--- config.mk ---
export PLATFORM = sky130hd
export DESIGN_NAME = regfile_sb
export DESIGN_NICKNAME = d
export VERILOG_FILES = /design/src/rtl/regfile_sb_pkg.sv /design/src/rtl/regfile_scoreboard.sv /design/src/rtl/regfile_sb.sv
export SDC_FILE = /design/constraint.sdc
export NUM_CORES = 2
export LEC_CHECK = 0
export CORE_ASPECT_RATIO = 0.6
export CORE_UTILIZATION = 57
export DETAILED_ROUTE_END_ITERATION = 7
export GPL_ROUTABILITY_DRIVEN = 0
export GPL_TIMING_DRIVEN = 1
export PLACE_DENSITY_LB_ADDON = 0.12
export SLEW_MARGIN = 20
export SYNTH_ARGS = -nofsm -noshare
export SYNTH_HDL_FRONTEND = slang
export SYNTH_SLANG_ARGS = --single-unit
--- constraint.sdc ---
create_clock -name clk_i -period 3.9 [get_ports clk_i]
set_input_delay 0.78 -clock clk_i [delete_from_list [all_inputs] [get_ports clk_i]]
set_output_delay 0.78 -clock clk_i [all_outputs]
set_load 0.05 [all_outputs]
--- src/rtl/regfile_sb_pkg.sv ---
// Shared constants and sizing helpers for the scoreboarded register file.
package regfile_sb_pkg;

  localparam int unsigned DATA_W_DEF = 32;
  localparam int unsigned ADDR_W_DEF = 5;

  // Architectural zero register index and its constant read value bit
  localparam int unsigned ZERO_REG = 0;
  localparam logic        ZERO     = 1'b0;

  localparam logic READ_ENABLE  = 1'b1;
  localparam logic WRITE_ENABLE = 1'b1;

  // Width of the busy vector: one bit per architectural register
  function automatic int unsigned busy_w(input int unsigned addr_w);
    return 32'(1) << addr_w;
  endfunction

  // Width of the busy counter: wide enough to hold NUM_REGS
  function automatic int unsigned busy_cnt_w(input int unsigned addr_w);
    return addr_w + 1;
  endfunction

endpackage

--- src/rtl/regfile_scoreboard.sv ---
// Per-register busy tracking for in-flight producers, with a running popcount.
module regfile_scoreboard
  import regfile_sb_pkg::*;
#(
  parameter int unsigned ADDR_W = ADDR_W_DEF
) (
  input  logic                clk_i,
  input  logic                rst_i,
  input  logic                we_i,
  input  logic [ADDR_W-1:0]   waddr_i,
  input  logic                issue_i,
  input  logic [ADDR_W-1:0]   issue_addr_i,
  input  logic                flush_i,
  output logic [2**ADDR_W-1:0] busy_o,
  output logic [ADDR_W:0]     busy_cnt_o
);

  localparam int unsigned NUM_REGS = busy_w(ADDR_W);
  localparam int unsigned CNT_W    = busy_cnt_w(ADDR_W);

  logic [NUM_REGS-1:0] busy_q;
  logic [NUM_REGS-1:0] busy_nxt;
  logic [CNT_W-1:0]    cnt_q;
  logic [CNT_W-1:0]    cnt_nxt;
  logic                set_hit;
  logic                clr_hit;
  logic                cnt_inc;
  logic                cnt_dec;

  // Next busy vector and incremental count; set beats clear, flush beats both
  always_comb begin
    set_hit  = (issue_i == 1'b1) && (issue_addr_i != ADDR_W'(ZERO_REG));
    clr_hit  = (we_i == WRITE_ENABLE) && (waddr_i != ADDR_W'(ZERO_REG));
    cnt_inc  = set_hit && !busy_q[issue_addr_i];
    cnt_dec  = clr_hit && busy_q[waddr_i] && !(set_hit && (issue_addr_i == waddr_i));
    busy_nxt = busy_q;
    if (clr_hit) begin
      busy_nxt[waddr_i] = 1'b0;
    end
    if (set_hit) begin
      busy_nxt[issue_addr_i] = 1'b1;
    end
    cnt_nxt = cnt_q + CNT_W'(cnt_inc) - CNT_W'(cnt_dec);
    if (flush_i) begin
      busy_nxt = '0;
      cnt_nxt  = '0;
    end
  end

  // Busy state and counter registers
  always_ff @(posedge clk_i) begin
    if (rst_i) begin
      busy_q <= '0;
      cnt_q  <= '0;
    end else begin
      busy_q <= busy_nxt;
      cnt_q  <= cnt_nxt;
    end
  end

  assign busy_o     = busy_q;
  assign busy_cnt_o = cnt_q;

endmodule

--- src/rtl/regfile_sb.sv ---
// Multi-read-port register file with hardwired x0, optional write bypass and a RAW scoreboard.
module regfile_sb
  import regfile_sb_pkg::*;
#(
  parameter int unsigned DATA_W = DATA_W_DEF,
  parameter int unsigned ADDR_W = ADDR_W_DEF,
  parameter int unsigned NUM_RD = 2,
  parameter int unsigned BYPASS = 1
) (
  input  logic                       clk_i,
  input  logic                       rst_i,
  input  logic [NUM_RD-1:0]          re_i,
  input  logic [NUM_RD*ADDR_W-1:0]   raddr_i,
  output logic [NUM_RD*DATA_W-1:0]   rdata_o,
  output logic [NUM_RD-1:0]          rvalid_o,
  input  logic                       we_i,
  input  logic [ADDR_W-1:0]          waddr_i,
  input  logic [DATA_W-1:0]          wdata_i,
  input  logic                       issue_i,
  input  logic [ADDR_W-1:0]          issue_addr_i,
  input  logic                       flush_i,
  output logic [ADDR_W:0]            busy_cnt_o
);

  localparam int unsigned NUM_REGS = busy_w(ADDR_W);

  logic [DATA_W-1:0]   regs_q [NUM_REGS];
  logic [NUM_REGS-1:0] busy;
  logic                wr_hit;

  assign wr_hit = (we_i == WRITE_ENABLE) && (waddr_i != ADDR_W'(ZERO_REG));

  // Storage array; x0 is never written so it stays at its reset value
  always_ff @(posedge clk_i) begin
    if (rst_i) begin
      for (int i = 0; i < int'(NUM_REGS); i++) begin
        regs_q[i] <= '0;
      end
    end else if (wr_hit) begin
      regs_q[waddr_i] <= wdata_i;
    end
  end

  regfile_scoreboard #(
    .ADDR_W (ADDR_W)
  ) u_scoreboard (
    .clk_i        (clk_i),
    .rst_i        (rst_i),
    .we_i         (we_i),
    .waddr_i      (waddr_i),
    .issue_i      (issue_i),
    .issue_addr_i (issue_addr_i),
    .flush_i      (flush_i),
    .busy_o       (busy),
    .busy_cnt_o   (busy_cnt_o)
  );

  for (genvar k = 0; k < int'(NUM_RD); k++) begin : g_rd
    logic [ADDR_W-1:0] ra;
    logic [DATA_W-1:0] rd_data;
    logic              rd_valid;

    assign ra = raddr_i[k*ADDR_W +: ADDR_W];

    // Read mux: x0, disabled port, same-cycle bypass, then array plus scoreboard
    always_comb begin
      rd_data  = {DATA_W{ZERO}};
      rd_valid = 1'b0;
      if (ra == ADDR_W'(ZERO_REG)) begin
        rd_valid = re_i[k];
      end else if (re_i[k] == READ_ENABLE) begin
        if ((BYPASS != 0) && wr_hit && (waddr_i == ra)) begin
          rd_data  = wdata_i;
          rd_valid = 1'b1;
        end else begin
          rd_data  = regs_q[ra];
          rd_valid = !busy[ra];
        end
      end
    end

    assign rdata_o[k*DATA_W +: DATA_W] = rd_data;
    assign rvalid_o[k]                 = rd_valid;
  end

endmodule

==> results by stage <==
Synth:
- The cell area after technology mapping is 58,920 um2.
- The number of enable flip-flop cells after synthesis is about 1,000.
- The biggest area contributor in the post-synthesis netlist is sky130_fd_sc_hd__edfxtp_1.
- The most used flip-flop cell after synthesis is sky130_fd_sc_hd__edfxtp_1.
- Sorting the synthesized cells by area gives the leading types as sky130_fd_sc_hd__edfxtp_1 (52%), sky130_fd_sc_hd__mux4_2 (14%), sky130_fd_sc_hd__and2_1 (11%), sky130_fd_sc_hd__mux2i_1 (6.6%), sky130_fd_sc_hd__clkbuf_1 (2.0%).
- In this run, synthesis produced a sequential element count of around 1,100.
- The number of distinct library cell variants in the gate-level netlist after synthesis is 63.
- The mean cell area of the mapped netlist is 13.60 um2.
- For this run, the number of Yosys warnings is 0.
- The commonest cells after synthesis are sky130_fd_sc_hd__edfxtp_1 (1,024), sky130_fd_sc_hd__and2_1 (1,005), sky130_fd_sc_hd__mux2i_1 (387).
- The instance count of the mapped netlist is roughly 4,300.
- The most used standard cell by instance count after synthesis is sky130_fd_sc_hd__edfxtp_1.
- The share of the synthesized area in the top cell type is between 50% and 60%.
- Sequential elements use 53.48% of the synthesized area.
- The async set or reset register ratio after synthesis is 0%.

Routing:
- Using the TritonRoute via totals, the vias-per-cell ratio works out to 7.010.
- The first detailed-routing pass took 6 iterations.
- The met1 wire length is 81.41 mm.
- The highest routed metal layer is met5.
- The met2 routed wirelength is 89.78 mm.
- For this block, the routed nets add up to about 220 mm of wire.
- The count of nets left with antenna violations once routing finished came out at 0.
- In this run, the number of DRC markers left after iteration 0 of detailed routing was about 8,000.
- The detailed-route DRC error count is 0.
- The via count is 42,732.
- Detailed routing placed a total of 38.43 mm of wire on met3.
- The average wire per cell in the routed design is 35.98 um.

Run status:
- The flow ran to the end, but the final reports show violations.
- The final reports fail on negative setup slack.

Die:
- The height of the die is roughly 250 um.
- The region available for standard cell placement spans 101,500 um2.
- For this configuration, the core starts out at a cell density of 58.07%.
- The die covers 104,700 um2.
- 131 I/O pins were placed.
- The horizontal die dimension is 417.1 um.
- After floorplanning, the core was divided into 90 placement rows.

Final layout:
- From synthesis to final layout, the design area changed by 18.40%.
- The total of fill cells in the finished design is 7,092.
- The summed area of non-filler cells in the final layout is 69,760 um2.
- For this run, the number of standard cells in the final layout without fillers is 6,096.
- At the end of the flow, the number of nets in the layout was 4,695.
- The share of cells above drive strength 1 is 28.68%.

Placed design:
- The standard cell area after detailed placement is 65,770 um2.
- Including well taps, the total number of placed cells is 5,893.
- Input and output buffers added on the ports amount to 130.
- At the placement stage, the worst setup path has a slack of -0.4564 ns.
- The half-perimeter wire length of the detailed placement result is about 140 mm.

Pwr:
- In this run the power spent charging and discharging nets is about 7.6 mW.
- The internal cell power is a little over 20 mW.
- The power density relative to cell area is 402.8 nW/um2.
- Total power for the finished layout comes to about 28 mW.
- Summed over all cells, the static leakage comes to 25.29 nW.
- The share of total power dissipated in the clock network is 35.7%.
- The power share of the sequential group is 47.9%.
- The worst-case vdd ir drop is 0.0003942 V.
- Net switching is 27.15% of the power.
- Combinational logic is responsible for approximately 16% of the overall power.

Hold path:
- The worst hold path passes through 3 cells.
- The worst hold path class is in2reg.

Clock tree:
- TritonCTS built the clock tree.
- The H-tree level count is 3.
- The clock tree buffer depth is 3.
- The master cell of the clock root buffer is sky130_fd_sc_hd__clkbuf_16.
- The count of hold buffers inserted by post-cts repair is 0.
- The insertion delay of the later-clocked pin in the worst-skew pair is 0.74 ns.
- Counting the buffers created by CTS gives 100.
- Counting every sink on the clock net gives about 1,100.
- Clock-pin slew was measured on the worst setup and hold paths at around 0.07 ns.

STA:
- Measured against its own limit, the worst slew margin works out to 16.65%.
- The measured slew at the worst slew-check pin is about 1.2 ns.
- The worst path setup slack after routing is -0.04645 ns.
- The routed design could run at a clock period as short as between 3 and 4 ns.
- The count of final setup violators is 3.
- In the final timing run, aggregate negative setup slack is -0.07954 ns.
- In the finished design, the share of the clock period the worst path needs comes to 101.2%.
- Static timing analysis puts the maximum clock frequency at 253.4 MHz.
- The count of pins over their slew limit is 0.
- The count of final hold-check violations is 0.
- The clock skew is 0.01599 ns.

Setup path:
- The worst setup path is launched from an input pin.
- The critical path goes through buf_4, buf_4, nor2b_4, buf_4, buf_4, a221oi_1, a311oi_1, a311oi_2, buf_4.
- The critical path's slowest cell is sky130_fd_sc_hd__a221oi_1.
- At the worst endpoint, the arrival time is ~3.2 ns.
- The endpoint type of the worst setup path is an output pin.
- The data required time at the worst endpoint is 3.12 ns.
- For this run, the slowest stage of the critical path takes between 0.6 and 0.7 ns.
- The worst reg-to-reg path cell count is 14.
- Of all nets on the critical path, the largest fanout is 7.
- Among the stages of the critical path, the cell type that occurs most often is sky130_fd_sc_hd__buf_4.
- The critical path class is in2out.

Run:
- The count of max-cap constraint violations is 0.

GRT:
- For this run, the total global-route usage over all layers was measured as 41.49%.
- The first global-routing pass estimated 305.1 mm of wire.
- The initial antenna violation count is 18.
- The number of global-route vias before repair was 40,563.
- The pin count of the biggest net entering global routing is 52.
- The sum of overflow across all layers after global routing is 0.
[layer usage]
layer | vias up | track usage [%]
li1 | 17040 | -
met3 | 519 | 15.61
met5 | - | 0.2749
met2 | 3821 | 56.66
met4 | 2 | 16.51
met1 | 21350 | 59.76
[metrics by stage]
stage / util (%) / hold WS (ns)
5_1_grt: 68.75 / 0.4794
4_1_cts: 68.42 / 0.4532
3_3_place_gp: 64.79 / 0.5277
2_1_floorplan: - / 0.4431
3_5_place_dp: 64.83 / 0.5253
6_report: 68.76 / 0.4756
[placed cells by master (no fill, tap or decap), types with 15 or more instances in the layout]
cell type,count
sky130_fd_sc_hd__edfxtp_1,1024
sky130_fd_sc_hd__and2_1,1002
sky130_fd_sc_hd__buf_4,396
sky130_fd_sc_hd__mux2i_1,381
sky130_fd_sc_hd__mux4_2,360
sky130_fd_sc_hd__buf_12,133
sky130_fd_sc_hd__clkbuf_16,106
sky130_fd_sc_hd__nor2_1,96
sky130_fd_sc_hd__nand2_1,96
sky130_fd_sc_hd__mux2_2,81
sky130_fd_sc_hd__a22oi_1,80
sky130_fd_sc_hd__a221oi_1,71
sky130_fd_sc_hd__o21ai_0,62
sky130_fd_sc_hd__a21oi_1,59
sky130_fd_sc_hd__nor3_2,54
sky130_fd_sc_hd__clkdlybuf4s50_1,48
sky130_fd_sc_hd__o22ai_1,43
sky130_fd_sc_hd__dfxtp_1,38
sky130_fd_sc_hd__nand3_1,36
sky130_fd_sc_hd__conb_1,32
sky130_fd_sc_hd__nor2_4,29
sky130_fd_sc_hd__a211oi_1,25
sky130_fd_sc_hd__clkinv_1,24
sky130_fd_sc_hd__nor2b_1,23
sky130_fd_sc_hd__inv_1,21
sky130_fd_sc_hd__o21bai_4,21
sky130_fd_sc_hd__buf_6,21
sky130_fd_sc_hd__nor3_1,20
sky130_fd_sc_hd__clkinv_2,19
sky130_fd_sc_hd__clkbuf_1,16
sky130_fd_sc_hd__a22o_1,15
[path summary, 6_finish.rpt]
path                      startpoint                    endpoint  slack, ns
max                       raddr_i[7]                 rdata_o[39]      -0.05
min                            rst_i  u_scoreboard.busy_cnt_o[1]       0.48
max reg2reg  u_scoreboard.busy_o[23]  u_scoreboard.busy_cnt_o[4]       0.81
min reg2reg   u_scoreboard.busy_o[0]      u_scoreboard.busy_o[0]       0.56
[worst max-delay path: cells and delay by family]
| kind | cells | cell delay [ns] |
|---|---|---|
| AOI/OAI and AO/OA | 3 | 1.22 |
| buffers and inverters | 5 | 0.99 |
| and+or+nand+nor | 1 | 0.16 |
[power by group through the flow]
stage	registers, mW	clock network [mW]	logic [mW]
floorplan	13.6	0	2.45
global placement	13.6	0	4.34
detailed placement	13.7	0	4.36
CTS	13.4	9.99	4.44
global route	13.5	10.4	4.71
finish	13.5	10.0	4.62
[what timing repair did]
action,4_1_cts,5_1_grt
gates cloned,1,3
hold endpoints to repair,0,0
buffers inserted,7,2
pin swaps,13,5
setup endpoints to repair,65,48
resized for setup,85,45
[cell families (layout without fill, tap and decap cells)]
group / after synthesis / count (layout) / synth area share (%)
muxes: 828 / 828 / 21.88
AOI/OAI and AO/OA: 499 / 499 / 6.209
adders and majority gates: 7 / 7 / 0.1614
and+or+nand+nor: 1433 / 1433 / 14.02
DFF: 1062 / 1062 / 53.48
other: 1 / 38 / 0.006365
xor gates and xnor gates: 20 / 20 / 0.2973
buffers and inverters: 481 / 829 / 3.948
[registers in the layout, summed over array words and instances (netlist names)]
name	cells
u_scoreboard.busy_cnt_o	6
regs_q	1024
u_scoreboard.busy_o	32
[layout make-up]
class | instances | area [um2] | share of cell area, %
timing repair buffer | 623 | 6848 | 9.816
multi-input combinational | 2819 | 26360 | 37.79
sequential | 1062 | 31510 | 45.17
antenna | 6 | 15.01 | 0.02152
clock inverter | 64 | 576.8 | 0.8268
tap | 1380 | 1727 | 2.475
clock buffer | 119 | 2638 | 3.781
inverter | 23 | 86.33 | 0.1238
Power figures use the tool's default switching activity.
